## config.mk

```make
export PLATFORM = sky130hd
export DESIGN_NAME = rom_arbiter_flat
export DESIGN_NICKNAME = d
export VERILOG_FILES = /design/src/rtl/rom_arbiter_if.sv /design/src/rtl/rom_arbiter.sv /design/src/flat_wrapper.sv
export SDC_FILE = /design/constraint.sdc
export NUM_CORES = 1
export LEC_CHECK = 0
export BUFFER_PORTS_ARGS = -buffer_cell sky130_fd_sc_hd__buf_2
export CORE_ASPECT_RATIO = 1.1
export CORE_UTILIZATION = 47
export CTS_CLUSTER_SIZE = 24
export DETAILED_ROUTE_END_ITERATION = 10
export HOLD_SLACK_MARGIN = 0.06
export MAX_ROUTING_LAYER = met4
export PLACE_DENSITY = 0.87
export SLEW_MARGIN = 25
export SYNTH_ARGS = -nofsm -noshare
export SYNTH_HDL_FRONTEND = slang
export SYNTH_SLANG_ARGS = --single-unit
```

## constraint.sdc

```tcl
create_clock -name clk -period 3.4 [get_ports clk]
set_input_delay 0.68 -clock clk [delete_from_list [all_inputs] [get_ports clk]]
set_output_delay 0.68 -clock clk [all_outputs]
set_load 0.1 [all_outputs]
```

## src/rtl/rom_arbiter_if.sv

```systemverilog
// Bus between rom_arbiter and its environment: requester handshake plus shared ROM port.
// master = requesters and ROM model, slave = the arbiter.
interface rom_arbiter_if #(
    parameter int N_REQ = 4,
    parameter int AW    = 12,
    parameter int DW    = 12
);
    logic [N_REQ-1:0]    req;
    logic [N_REQ-1:0]    lock;
    logic [N_REQ*AW-1:0] addr;
    logic [N_REQ-1:0]    gnt;
    logic [AW-1:0]       rom_addr;
    logic                rom_en;
    logic [DW-1:0]       rom_data;
    logic [N_REQ-1:0]    rd_valid;
    logic [DW-1:0]       rd_data;
    logic                busy;

    modport master (
        output req, lock, addr, rom_data,
        input  gnt, rom_addr, rom_en, rd_valid, rd_data, busy
    );

    modport slave (
        input  req, lock, addr, rom_data,
        output gnt, rom_addr, rom_en, rd_valid, rd_data, busy
    );
endinterface

```

## src/rtl/rom_arbiter.sv

```systemverilog
// Shared-ROM arbiter: round-robin grant with lock-driven bursts and a tag pipeline for read returns.
// Define ROM_ARBITER_FIXED_PRIO_EN to make idle arbitration fixed priority (lowest index wins).
module rom_arbiter #(
    parameter int N_REQ     = 4,
    parameter int AW        = 12,
    parameter int DW        = 12,
    parameter int RD_LAT    = 2,
    parameter int MAX_BURST = 8
) (
    input logic          clk,
    input logic          rst,
    rom_arbiter_if.slave bus
);
    localparam int IW = (N_REQ > 1) ? $clog2(N_REQ) : 1;
    localparam logic [7:0] MAX_CNT = 8'(MAX_BURST);

    typedef enum logic {IDLE, BURST} state_t;

    typedef struct packed {
        logic          valid;
        logic [IW-1:0] idx;
    } tag_t;

    state_t           state;
    logic [IW-1:0]    last_winner;
    logic [IW-1:0]    owner;
    logic [7:0]       burst_cnt;
    logic [AW-1:0]    addr_q;
    tag_t             tags [RD_LAT];

    logic             found;
    logic [IW-1:0]    win;
    logic [N_REQ-1:0] gnt;
    logic [AW-1:0]    sel_addr;
    logic             inflight;
    logic [N_REQ-1:0] rd_valid;

    // Grant is combinational so a request is accepted in the cycle it is presented.
    always_comb begin
        // NOTE: every always_comb output gets a default first so no path infers a latch.
        found = 1'b0;
        win   = '0;
        if (rst) begin
            if (state == BURST) begin
                found = bus.req[owner];
                win   = owner;
            end else begin
`ifdef ROM_ARBITER_FIXED_PRIO_EN
                for (int i = N_REQ - 1; i >= 0; i--) begin
                    if (bus.req[i]) begin
                        found = 1'b1;
                        win   = IW'(i);
                    end
                end
`else
                // Scan backwards so the candidate nearest last_winner+1 is written last and wins.
                for (int k = N_REQ; k >= 1; k--) begin
                    if (bus.req[(int'(last_winner) + k) % N_REQ]) begin
                        found = 1'b1;
                        win   = IW'((int'(last_winner) + k) % N_REQ);
                    end
                end
`endif
            end
        end
        gnt = '0;
        if (found) gnt[win] = 1'b1;
    end

    assign sel_addr = bus.addr[int'(win)*AW +: AW];

    always_comb begin
        inflight = 1'b0;
        for (int s = 0; s < RD_LAT; s++) inflight = inflight | tags[s].valid;
        rd_valid = '0;
        if (tags[RD_LAT-1].valid) rd_valid[tags[RD_LAT-1].idx] = 1'b1;
    end

    assign bus.gnt      = gnt;
    assign bus.rom_en   = found;
    assign bus.rom_addr = found ? sel_addr : addr_q;
    assign bus.rd_valid = rd_valid;
    assign bus.rd_data  = tags[RD_LAT-1].valid ? bus.rom_data : '0;
    assign bus.busy     = (state == BURST) | inflight | found;

    always_ff @(posedge clk or negedge rst) begin
        if (!rst) begin
            state       <= IDLE;
            last_winner <= IW'(N_REQ - 1);
            owner       <= '0;
            burst_cnt   <= '0;
            addr_q      <= '0;
            // NOTE: the tag pipeline is reset on purpose; stale tags would emit rd_valid after reset.
            for (int s = 0; s < RD_LAT; s++) tags[s] <= '0;
        end else begin
            // NOTE: non-blocking throughout, so tags[s-1] below is the pre-edge value.
            tags[0] <= tag_t'{valid: found, idx: win};
            for (int s = 1; s < RD_LAT; s++) tags[s] <= tags[s-1];

            if (found) begin
                last_winner <= win;
                addr_q      <= sel_addr;
            end

            case (state)
                IDLE: begin
                    if (found && bus.lock[win] && MAX_BURST > 1) begin
                        state     <= BURST;
                        owner     <= win;
                        burst_cnt <= 8'd1;
                    end
                end
                BURST: begin
                    if (found && burst_cnt != 8'hFF) burst_cnt <= burst_cnt + 8'd1;
                    if (!bus.lock[owner] || (found && (burst_cnt + 8'd1) >= MAX_CNT))
                        state <= IDLE;
                end
                default: state <= IDLE;
            endcase
        end
    end
endmodule

```

## src/flat_wrapper.sv

```systemverilog
// flat-port wrapper written by rule: the top's interface ports become plain ports
module rom_arbiter_flat 
#(
    parameter int N_REQ     = 4,
    parameter int AW        = 12,
    parameter int DW        = 12,
    parameter int RD_LAT    = 2,
    parameter int MAX_BURST = 8
)
  (clk, rst, bus_req, bus_lock, bus_addr, bus_rom_data, bus_gnt, bus_rom_addr, bus_rom_en, bus_rd_valid, bus_rd_data, bus_busy);
  rom_arbiter_if #(.N_REQ(N_REQ), .AW(AW), .DW(DW)) bus_i ();
  input logic clk;
  input logic rst;
  input wire logic [$bits(bus_i.req)-1:0] bus_req;
  input wire logic [$bits(bus_i.lock)-1:0] bus_lock;
  input wire logic [$bits(bus_i.addr)-1:0] bus_addr;
  input wire logic [$bits(bus_i.rom_data)-1:0] bus_rom_data;
  output wire logic [$bits(bus_i.gnt)-1:0] bus_gnt;
  output wire logic [$bits(bus_i.rom_addr)-1:0] bus_rom_addr;
  output wire logic [$bits(bus_i.rom_en)-1:0] bus_rom_en;
  output wire logic [$bits(bus_i.rd_valid)-1:0] bus_rd_valid;
  output wire logic [$bits(bus_i.rd_data)-1:0] bus_rd_data;
  output wire logic [$bits(bus_i.busy)-1:0] bus_busy;
  assign bus_i.req = bus_req;
  assign bus_i.lock = bus_lock;
  assign bus_i.addr = bus_addr;
  assign bus_i.rom_data = bus_rom_data;
  assign bus_gnt = bus_i.gnt;
  assign bus_rom_addr = bus_i.rom_addr;
  assign bus_rom_en = bus_i.rom_en;
  assign bus_rd_valid = bus_i.rd_valid;
  assign bus_rd_data = bus_i.rd_data;
  assign bus_busy = bus_i.busy;
  rom_arbiter #(.N_REQ(N_REQ), .AW(AW), .DW(DW), .RD_LAT(RD_LAT), .MAX_BURST(MAX_BURST)) u_core (.clk(clk), .rst(rst), .bus(bus_i));
endmodule
```

==> flow_metrics.tcl, run 1 <==
set metrics [dict create \
    critPathArrivalTime_ns 2.65 \
    ys_ff_latch 31 \
    antenna_found_initial 0 \
    hold_viol 0 \
    fp.dieH_um 72.9 \
    initial_utilization_pct 49.4 \
    slew_violations 0 \
    hp-class "in -> async" \
    syn_inst 219 \
    synth_nets 290 \
    r2r-start "u_core.last_winner[1]" \
    routed_via_density 5.89 \
    async_flop_share_pct 100 \
    finalNetCount 397 \
    crit_slowest_cell "dfstp_2" \
    status "complete, no violations" \
    drt-pass1-iter-count 4 \
    power_mw 3.42 \
    grtUsageTotal_pct 26.7 \
    cts_root_buffer "clkbuf_8" \
    crit_buf_inv 2 \
    diodes 0 \
    cts_hold_buf 0 \
    cap_violations 0 \
    wirelength_mm 6.14 \
    area_delta_synth_final_pct 42.9 \
    grt_pass1_wl_mm 9.25 \
    critPathKind "reg -> out" \
    grt_max_degree 35 \
    cp-startpoint "u_core.last_winner[1]" \
    cts_buffer_depth 2 \
    core_area_um2 4350 \
    num_vias 2245 \
    routedWlPerCell_um 16.1 \
    syn_area_per_cell_um2 9.80 \
    cts.sinks 31 \
    rows 25 \
    drt_iter0_markers 103 \
    postLayoutCoreUtil_pct 70.5 \
    gp_congestion 0.936 \
    max_freq_mhz 300 \
    cpLargestDelayFamily "compound AO/OA/AOI/OAI gates" \
    period_minus_slack_ns 3.33 \
    worst_pin_slew_ns 0.801 \
    cp-start-kind "flop" \
    final_antenna_net_count 0 \
    first_global_vias 1947 \
    cts_tree "done" \
    irDropWorstVdd_mv 0.688 \
    yosys_most_used_dff "dfrtp_1" \
    die_width_um 66.4 \
    design.portCount 104 \
    required_ns 2.72 \
    clkLatencyLatePin_ns 0.29 \
    synth_area_um2 2150 \
    rsz0062_at_grt "false" \
    path_clk_slew_ns 0.07 \
    synth_top_area_share_pct 33.8 \
    synth_edf_count 0 \
    powerDensity_nw_per_um2 1110 \
    seq_area_frac_synth_pct 36.3 \
    r2r-end "u_core.burst_cnt[2]" \
    reg2reg_slack_ns 0.90 \
    skew_ns 0.00818 \
    setup_viol 0 \
    cts_max_level 2 \
    cts_buffers 5 \
    ys_types 56 \
    crit_chain "nor2b_1 > a221o_1 > o21ai_4 > nand2_4 > inv_8 > mux2_1 > o221a_1 > buf_12" \
    yosys_warnings 0 \
    yosys.area.top_type "dfrtp_1" \
    dieArea_um2 4840 \
    critPathCapture "bus_rom_addr[1]" \
    ff2ff_path_depth 7 \
    cp_slowest_stage_delay_ns 0.61 \
    cp-end-kind "output port" \
    dp_hpwl_mm 4.66 \
    worst-path-max-fanout 16 \
    drive_gt1_share_pct 47.4 \
    path_depth 8 \
    relSlewSlack_pct 46.6 \
    fin_crit_sh_pct 98.0 \
    synth_common_cells "dfrtp_1 (29), nand3_1 (29), and2_1 (15), nand2_1 (15), o21ai_0 (15)" \
    gr-total-overflow 0 \
    io_buffers 103 \
    drc 0 \
    synth_area_leaders "dfrtp_1 (34%), o221a_1 (6.8%), nand3_1 (6.8%)" \
    power_leakage_nw 1.44 \
]
## report_power, final
| part | leakage, nW | internal, mW | total [mW] | switching, mW |
|---|---|---|---|---|
| Combinational | 1.01 | 0.816 | 2.40 | 1.59 |
| Clock | 0.0612 | 0.237 | 0.382 | 0.145 |
| Sequential | 0.371 | 0.521 | 0.630 | 0.109 |
## flip-flops by register name, summed over array words and instances (netlist names)
name	count
u_core.addr_q	12
u_core.owner	2
u_core.tags	6
u_core.last_winner	2
u_core.burst_cnt	8
u_core.state	1
## worst register-to-register path, stage by stage, from the launching register on
cell and delay [ns]:
dfstp_2 0.61, nor2b_1 0.09, a221oi_2 0.39, o21a_2 0.36, buf_4 0.16, nand4_1 0.09, o22a_1 0.36, a32o_1 0.31
## layout by cell type, fill, tap and decap left out, types with 2 or more instances in the layout
cell	Yosys	routed
a21o_1	2	2
a21oi_1	3	3
a31o_1	3	3
a32o_1	4	4
and2_1	15	15
and3_1	4	4
buf_12	1	14
buf_2	5	89
buf_4	1	11
clkbuf_8	0	6
dfrtp_1	29	29
dfstp_2	2	2
inv_2	3	3
mux2_1	3	3
mux2_2	3	3
mux2_4	6	6
mux2i_1	7	7
nand2_1	15	15
nand2b_1	6	6
nand3_1	29	29
nand4_1	2	2
nor2_1	3	2
nor3_1	6	6
o21ai_0	15	15
o21ai_1	2	2
o221a_1	13	4
o221a_2	0	9
o2bb2ai_1	2	2
## cell type report
type | count | area (um^2)
Sequential cell | 31 | 778
Inverter | 5 | 26.3
Timing Repair Buffer | 114 | 808
Clock buffer | 6 | 82.6
Tap cell | 54 | 67.6
Clock inverter | 2 | 35.0
Multi-Input combinational cell | 169 | 1270
Fill cell | 330 | 1280
## kinds of logic after synthesis
logic type | Yosys count | share of synthesized area [%]
muxes | 21 | 12.9
xor gates and xnor gates | 1 | 0.408
DFF | 31 | 36.3
adders and majority gates | 1 | 0.583
AOI/OAI and AO/OA | 57 | 22.5
buffers and inverters | 19 | 4.78
and+or+nand+nor | 89 | 22.6
## worst min-delay path by stage
stage	from	end	slack [ns]
after global placement	u_core.tags[4]	u_core.tags[1]	0.33
after global routing	rst	u_core.owner[0]	0.21
after floorplan	u_core.tags[3]	u_core.tags[0]	0.33
after detailed placement	u_core.tags[3]	u_core.tags[0]	0.33
after CTS	rst	u_core.owner[0]	0.21
final	rst	u_core.owner[0]	0.21
## routing by layer
layer	GRT usage, %	wire (um)	vias to the layer above
li1	-	-	1048
met3	4.22	449	10
met1	30.5	2380	1057
met4	9.69	123	0
met2	46.8	3180	130
met5	-	0	-
## metrics by stage
step / TNS, ns / worst slack, ns / hold WS [ns] / cells / area, um^2
4_1_cts: 0 / 0.0428 / 0.207 / 380 / 3060
5_1_grt: 0 / 0.00339 / 0.208 / 381 / 3070
2_1_floorplan: -3.21 / -0.847 / 0.331 / 219 / 2150
3_3_place_gp: 0 / 0.214 / 0.332 / 372 / 2940
3_5_place_dp: 0 / 0.142 / 0.335 / 372 / 2940
6_report: 0 / 0.0671 / 0.211 / 381 / 3070
## repair_timing
action,in CTS,in global routing
endpoints found under the setup margin,1,6
gates cloned,0,0
setup buffers,0,1
resized for setup,1,2
endpoints found under the hold margin,0,0
(Power assumes the default switching activity.)
==> inputs of run 2 (changes only) <==
--- a/config.mk
+++ b/config.mk
@@ -6,13 +6,16 @@
 export NUM_CORES = 1
 export LEC_CHECK = 0
 export BUFFER_PORTS_ARGS = -buffer_cell sky130_fd_sc_hd__buf_2
+export CELL_PAD_IN_SITES_DETAIL_PLACEMENT = 1
+export CELL_PAD_IN_SITES_GLOBAL_PLACEMENT = 1
 export CORE_ASPECT_RATIO = 1.1
-export CORE_UTILIZATION = 47
+export CORE_UTILIZATION = 34
 export CTS_CLUSTER_SIZE = 24
 export DETAILED_ROUTE_END_ITERATION = 10
 export HOLD_SLACK_MARGIN = 0.06
 export MAX_ROUTING_LAYER = met4
 export PLACE_DENSITY = 0.87
+export SKIP_LAST_GASP = 1
 export SLEW_MARGIN = 25
 export SYNTH_ARGS = -nofsm -noshare
 export SYNTH_HDL_FRONTEND = slang
==> flow_metrics.tcl, run 2 (same netlist as run 1, synthesis figures left out) <==
set metrics [dict create \
    power_mw 3.45 \
    drt_iter0_markers 214 \
    irDropWorstVdd_mv 0.626 \
    largest_reg_flops 12 \
    rows 30 \
    cp-end-kind "output port" \
    place_ws_ns 0.0140 \
    r2r-end "u_core.burst_cnt[6]" \
    grt_max_degree 34 \
    cts_tree "done" \
    critPathArrivalTime_ns 2.67 \
    period_minus_slack_ns 3.35 \
    final_antenna_net_count 0 \
    wirelength_mm 7.26 \
    required_ns 2.72 \
    drive_gt1_share_pct 47.1 \
    dp_hpwl_mm 5.41 \
    final_common_cell "buf_2" \
    core_area_um2 6120 \
    dieArea_um2 6630 \
    clkLatencyLatePin_ns 0.28 \
    slew_violations 0 \
    io_buffers 103 \
    finalNetCount 395 \
    critPathKind "in -> out" \
    gp_congestion 0.823 \
    regMostFlops "u_core.addr_q" \
    cts_buffer_depth 2 \
    layout_common_cells "buf_2 (88), nand3_1 (29), dfrtp_1 (29)" \
    cap_violations 0 \
    cp-start-kind "input port" \
    powerDensity_nw_per_um2 1110 \
    drt-pass1-iter-count 4 \
    hp-class "reg -> reg" \
    initial_utilization_pct 35.1 \
    diodes 0 \
    skew_ns 0.00394 \
    fp.dieH_um 85.3 \
    r2r-start "u_core.burst_cnt[0]" \
    fin_crit_sh_pct 98.4 \
    power_leakage_nw 1.44 \
    final_area_um2 3110 \
    path_clk_slew_ns 0.06 \
    num_vias 2271 \
    worst_pin_slew_ns 0.884 \
    gr-total-overflow 0 \
    reg_top3 "u_core.addr_q (12), u_core.burst_cnt (8), u_core.tags (6)" \
    routed_via_density 5.61 \
    hold_end "u_core.tags[1]" \
    design.portCount 104 \
    status "complete, no violations" \
    hold_viol 0 \
    max_freq_mhz 299 \
    min_path_cells 0 \
    grt_pass1_wl_mm 12.0 \
    first_global_vias 2461 \
    cts.sinks 31 \
    placed_cell_area_um2 2970 \
    setup_viol 0 \
    worst-path-max-fanout 14 \
    cts_buffers 5 \
    setup_slack_ns 0.0547 \
    hp-start "u_core.tags[4]" \
    antenna_found_initial 0 \
    grtUsageTotal_pct 23.9 \
    cts_root_buffer "clkbuf_8" \
    drc 0 \
    die_width_um 77.7 \
    ff2ff_path_depth 7 \
    routedWlPerCell_um 17.9 \
    relSlewSlack_pct 41.0 \
    reg2reg_slack_ns 0.97 \
    area_delta_synth_final_pct 44.9 \
    cts_max_level 2 \
]
==> run 2: cell count changes in the layout (fill, tap and decap cells not counted), sizes merged <==
cell / previous run / this run
buf: 114 / 112
==> run 2: per-layer routing <==
metal,vias up,share of wire (%),global-route usage (%),wire length (um)
li1,1042,-,-,-
met1,1124,42,28.1,3030
met2,90,51,40.9,3740
met3,15,4.8,3.44,348
met4,0,2.0,9.61,146
met5,-,0,-,0
==> run 2: cell type report <==
class	count	area, um^2
multi-input cells	169	1280
well taps	80	100
fillers	729	3010
clock buffers	6	82.6
flip-flops and latches	31	778
repair buffers	112	808
clock inverters	2	35.0
inverters	5	26.3
==> run 2: through the flow <==
stage / hold slack (ns) / setup TNS [ns] / cells / util (%)
after floorplan: 0.331 / -3.21 / 219 / -
after global placement: 0.334 / 0 / 396 / 48.5
after CTS: 0.361 / 0 / 404 / 50.5
final: 0.367 / 0 / 405 / 50.8
after detailed placement: 0.345 / 0 / 396 / 48.5
after global routing: 0.372 / -0.0368 / 405 / 50.8
==> run 2: critical path, stage by stage <==
cell and delay (ns):
buf_2 0.16, mux4_1 0.54, nand2b_1 0.23, o211ai_4 0.22, inv_2 0.13, buf_4 0.22
o221a_2 0.32, buf_12 0.17
==> run 2: how the worst max path moves through the flow <==
stage	cells past startpoint	start	slack, ns	to
after floorplan	8	u_core.last_winner[1]	-0.85	bus_gnt[0]
after global placement	8	bus_req[3]	0.09	bus_rom_addr[8]
after detailed placement	8	bus_req[3]	0.01	bus_rom_addr[0]
after CTS	8	bus_req[3]	0.02	bus_rom_addr[11]
after global routing	8	bus_req[3]	-0.009	bus_rom_addr[4]
final	8	bus_req[3]	0.05	bus_rom_addr[10]
==> run 2: repair_timing <==
| action | CTS | global route |
|---|---|---|
| endpoints found under the setup margin | 12 | 12 |
| hold buffers | 0 | 0 |
| gates resized for setup | 1 | 4 |
| buffers inserted | 0 | 1 |
==> run 2: power by group <==
part	switching (mW)	leakage, nW	internal [mW]
Combinational	1.61	1.01	0.819
Sequential	0.124	0.371	0.521
Clock	0.144	0.0612	0.237
Total	1.87	1.44	1.58
==> inputs of run 3 (changes only) <==
==> constraint.sdc (replaced) <==
create_clock -name clk -period 3.4 [get_ports clk]
set_input_delay 0.17 -clock clk [delete_from_list [all_inputs] [get_ports clk]]
set_output_delay 0.17 -clock clk [all_outputs]
set_load 0.1 [all_outputs]
==> flow_metrics.tcl, run 3 (same netlist as run 1, synthesis figures left out) <==
set metrics [dict create \
    cts.sinks 31 \
    fp.dieH_um 85.3 \
    register_area_um2 778 \
    cp-startpoint "u_core.owner[0]" \
    max_freq_mhz 315 \
    slew_violations 0 \
    cts_buffer_depth 2 \
    wirelength_mm 7.19 \
    intPower_mw 1.25 \
    multi_input_area_um2 1270 \
    cp-start-kind "flop" \
    io_buffers 103 \
    fin_crit_sh_pct 93.4 \
    cts_buffers 5 \
    period_minus_slack_ns 3.18 \
    hp-class "in -> reg" \
    core_area_um2 6120 \
    design.portCount 104 \
    finalNetCount 392 \
    reg2reg_slack_ns 0.84 \
    path_clk_slew_ns 0.06 \
    dp_hpwl_mm 5.34 \
    irDropWorstVdd_mv 0.617 \
    worst-path-max-fanout 16 \
    largest_reg_flops 12 \
    skew_ns 0.00514 \
    gp_congestion 0.900 \
    min_path_cells 3 \
    postCtsSetupBuffers 0 \
    grt_max_degree 31 \
    p_sw_mw 1.81 \
    critPathArrivalTime_ns 3.01 \
    drc 0 \
    critPathKind "reg -> out" \
    drive_gt1_share_pct 43.2 \
    relSlewSlack_pct 54.2 \
    power_leakage_nw 1.33 \
    r2r-start "u_core.last_winner[1]" \
    power_mw 3.06 \
    swShare_pct 59.2 \
    layout_common_cells "buf_2 (103), nand3_1 (29), dfrtp_1 (29)" \
    required_ns 3.23 \
    first_global_vias 2333 \
    reg_top3 "u_core.addr_q (12), u_core.burst_cnt (8), u_core.tags (6)" \
    grt_pass1_wl_mm 11.4 \
    powerDensity_nw_per_um2 1070 \
    grtUsageTotal_pct 23.2 \
    cts_max_level 2 \
    ff2ff_path_depth 6 \
    worst_pin_slew_ns 0.687 \
    hold_viol 0 \
    setup_viol 0 \
    status "complete, no violations" \
    seq_power_share_pct 20.8 \
    r2r-end "u_core.burst_cnt[5]" \
    cts_tree "done" \
    rsz0062_at_grt "false" \
    holdWs_ns 0.251 \
    rows 30 \
    regMostFlops "u_core.addr_q" \
    hold_end "u_core.owner[1]" \
    num_vias 2291 \
    drt_iter0_markers 128 \
    hp-start "bus_lock[2]" \
    cap_violations 0 \
    area_delta_synth_final_pct 32.8 \
    clkLatencyLatePin_ns 0.29 \
    die_width_um 77.7 \
    routedWlPerCell_um 17.9 \
    dieArea_um2 6630 \
    drt-pass1-iter-count 4 \
    final_antenna_net_count 0 \
    routed_via_density 5.70 \
    final_common_cell "buf_2" \
    initial_utilization_pct 35.1 \
    n_fill_cell 754 \
    cts_root_buffer "clkbuf_8" \
    power_frac_clock_pct 12.5 \
    antenna_found_initial 0 \
    cp-end-kind "output port" \
    gr-total-overflow 0 \
    diodes 0 \
    power_frac_comb_pct 66.7 \
]
[run 3: how the worst max path moves through the flow]
stage,end,slack [ns],cells past startpoint
floorplan,bus_gnt[0],-0.34,8
global placement,bus_rom_addr[4],0.59,7
detailed placement,bus_rom_addr[5],0.47,9
CTS,bus_rom_addr[5],0.13,9
global route,bus_rom_addr[3],0.09,7
finish,bus_rom_addr[4],0.22,7
[run 3: through the flow]
step,util (%),area [um^2],setup WS [ns],setup TNS (ns),instances
floorplan,-,2150,-0.337,-1.17,219
global placement,44.5,2720,0.593,0,393
detailed placement,44.5,2720,0.470,0,393
CTS,46.5,2850,0.130,0,402
global route,46.6,2850,0.0894,0,402
finish,46.6,2850,0.223,0,402
[run 3: repair_timing]
item / 4_1_cts / 5_1_grt
setup endpoints to repair: 0 / 12
hold buffers: 1 / 0
hold endpoints to repair: 20 / 0
gates resized for setup: 0 / 1
[run 3: layout make-up]
cell class                 count  area share (%)
sequential                    31            27.3
clock inverter                 2            1.23
timing repair buffer         109            19.8
clock buffer                   6            2.90
multi-input combinational    169            44.5
tap                           80            3.51
inverter                       5           0.834
[run 3: power by group through the flow]
stage                     Clock [mW]  Sequential [mW]  Combinational, mW
after detailed placement           0            0.636               2.03
final                          0.382            0.637               2.04
after global placement             0            0.629               1.98
after floorplan                    0            0.591               1.71
after global routing           0.405            0.656               2.13
after CTS                      0.389            0.635               2.04
[run 3: critical path, cell delays in order (launching register included)]
cell and delay [ns]:
dfrtp_1 0.44, mux4_1 0.63, nand2b_1 0.21, o211ai_4 0.18, inv_2 0.23, nand2_2 0.31
o221a_1 0.28, buf_2 0.43
[run 3: routing by layer]
metal  up-vias  GRT usage, %  wire [um]
met2        95          37.9       3610
met4         0          10.6        170
met3        17          4.62        424
li1       1039             -          -
met1      1140          27.4       2980
met5         -             -          0
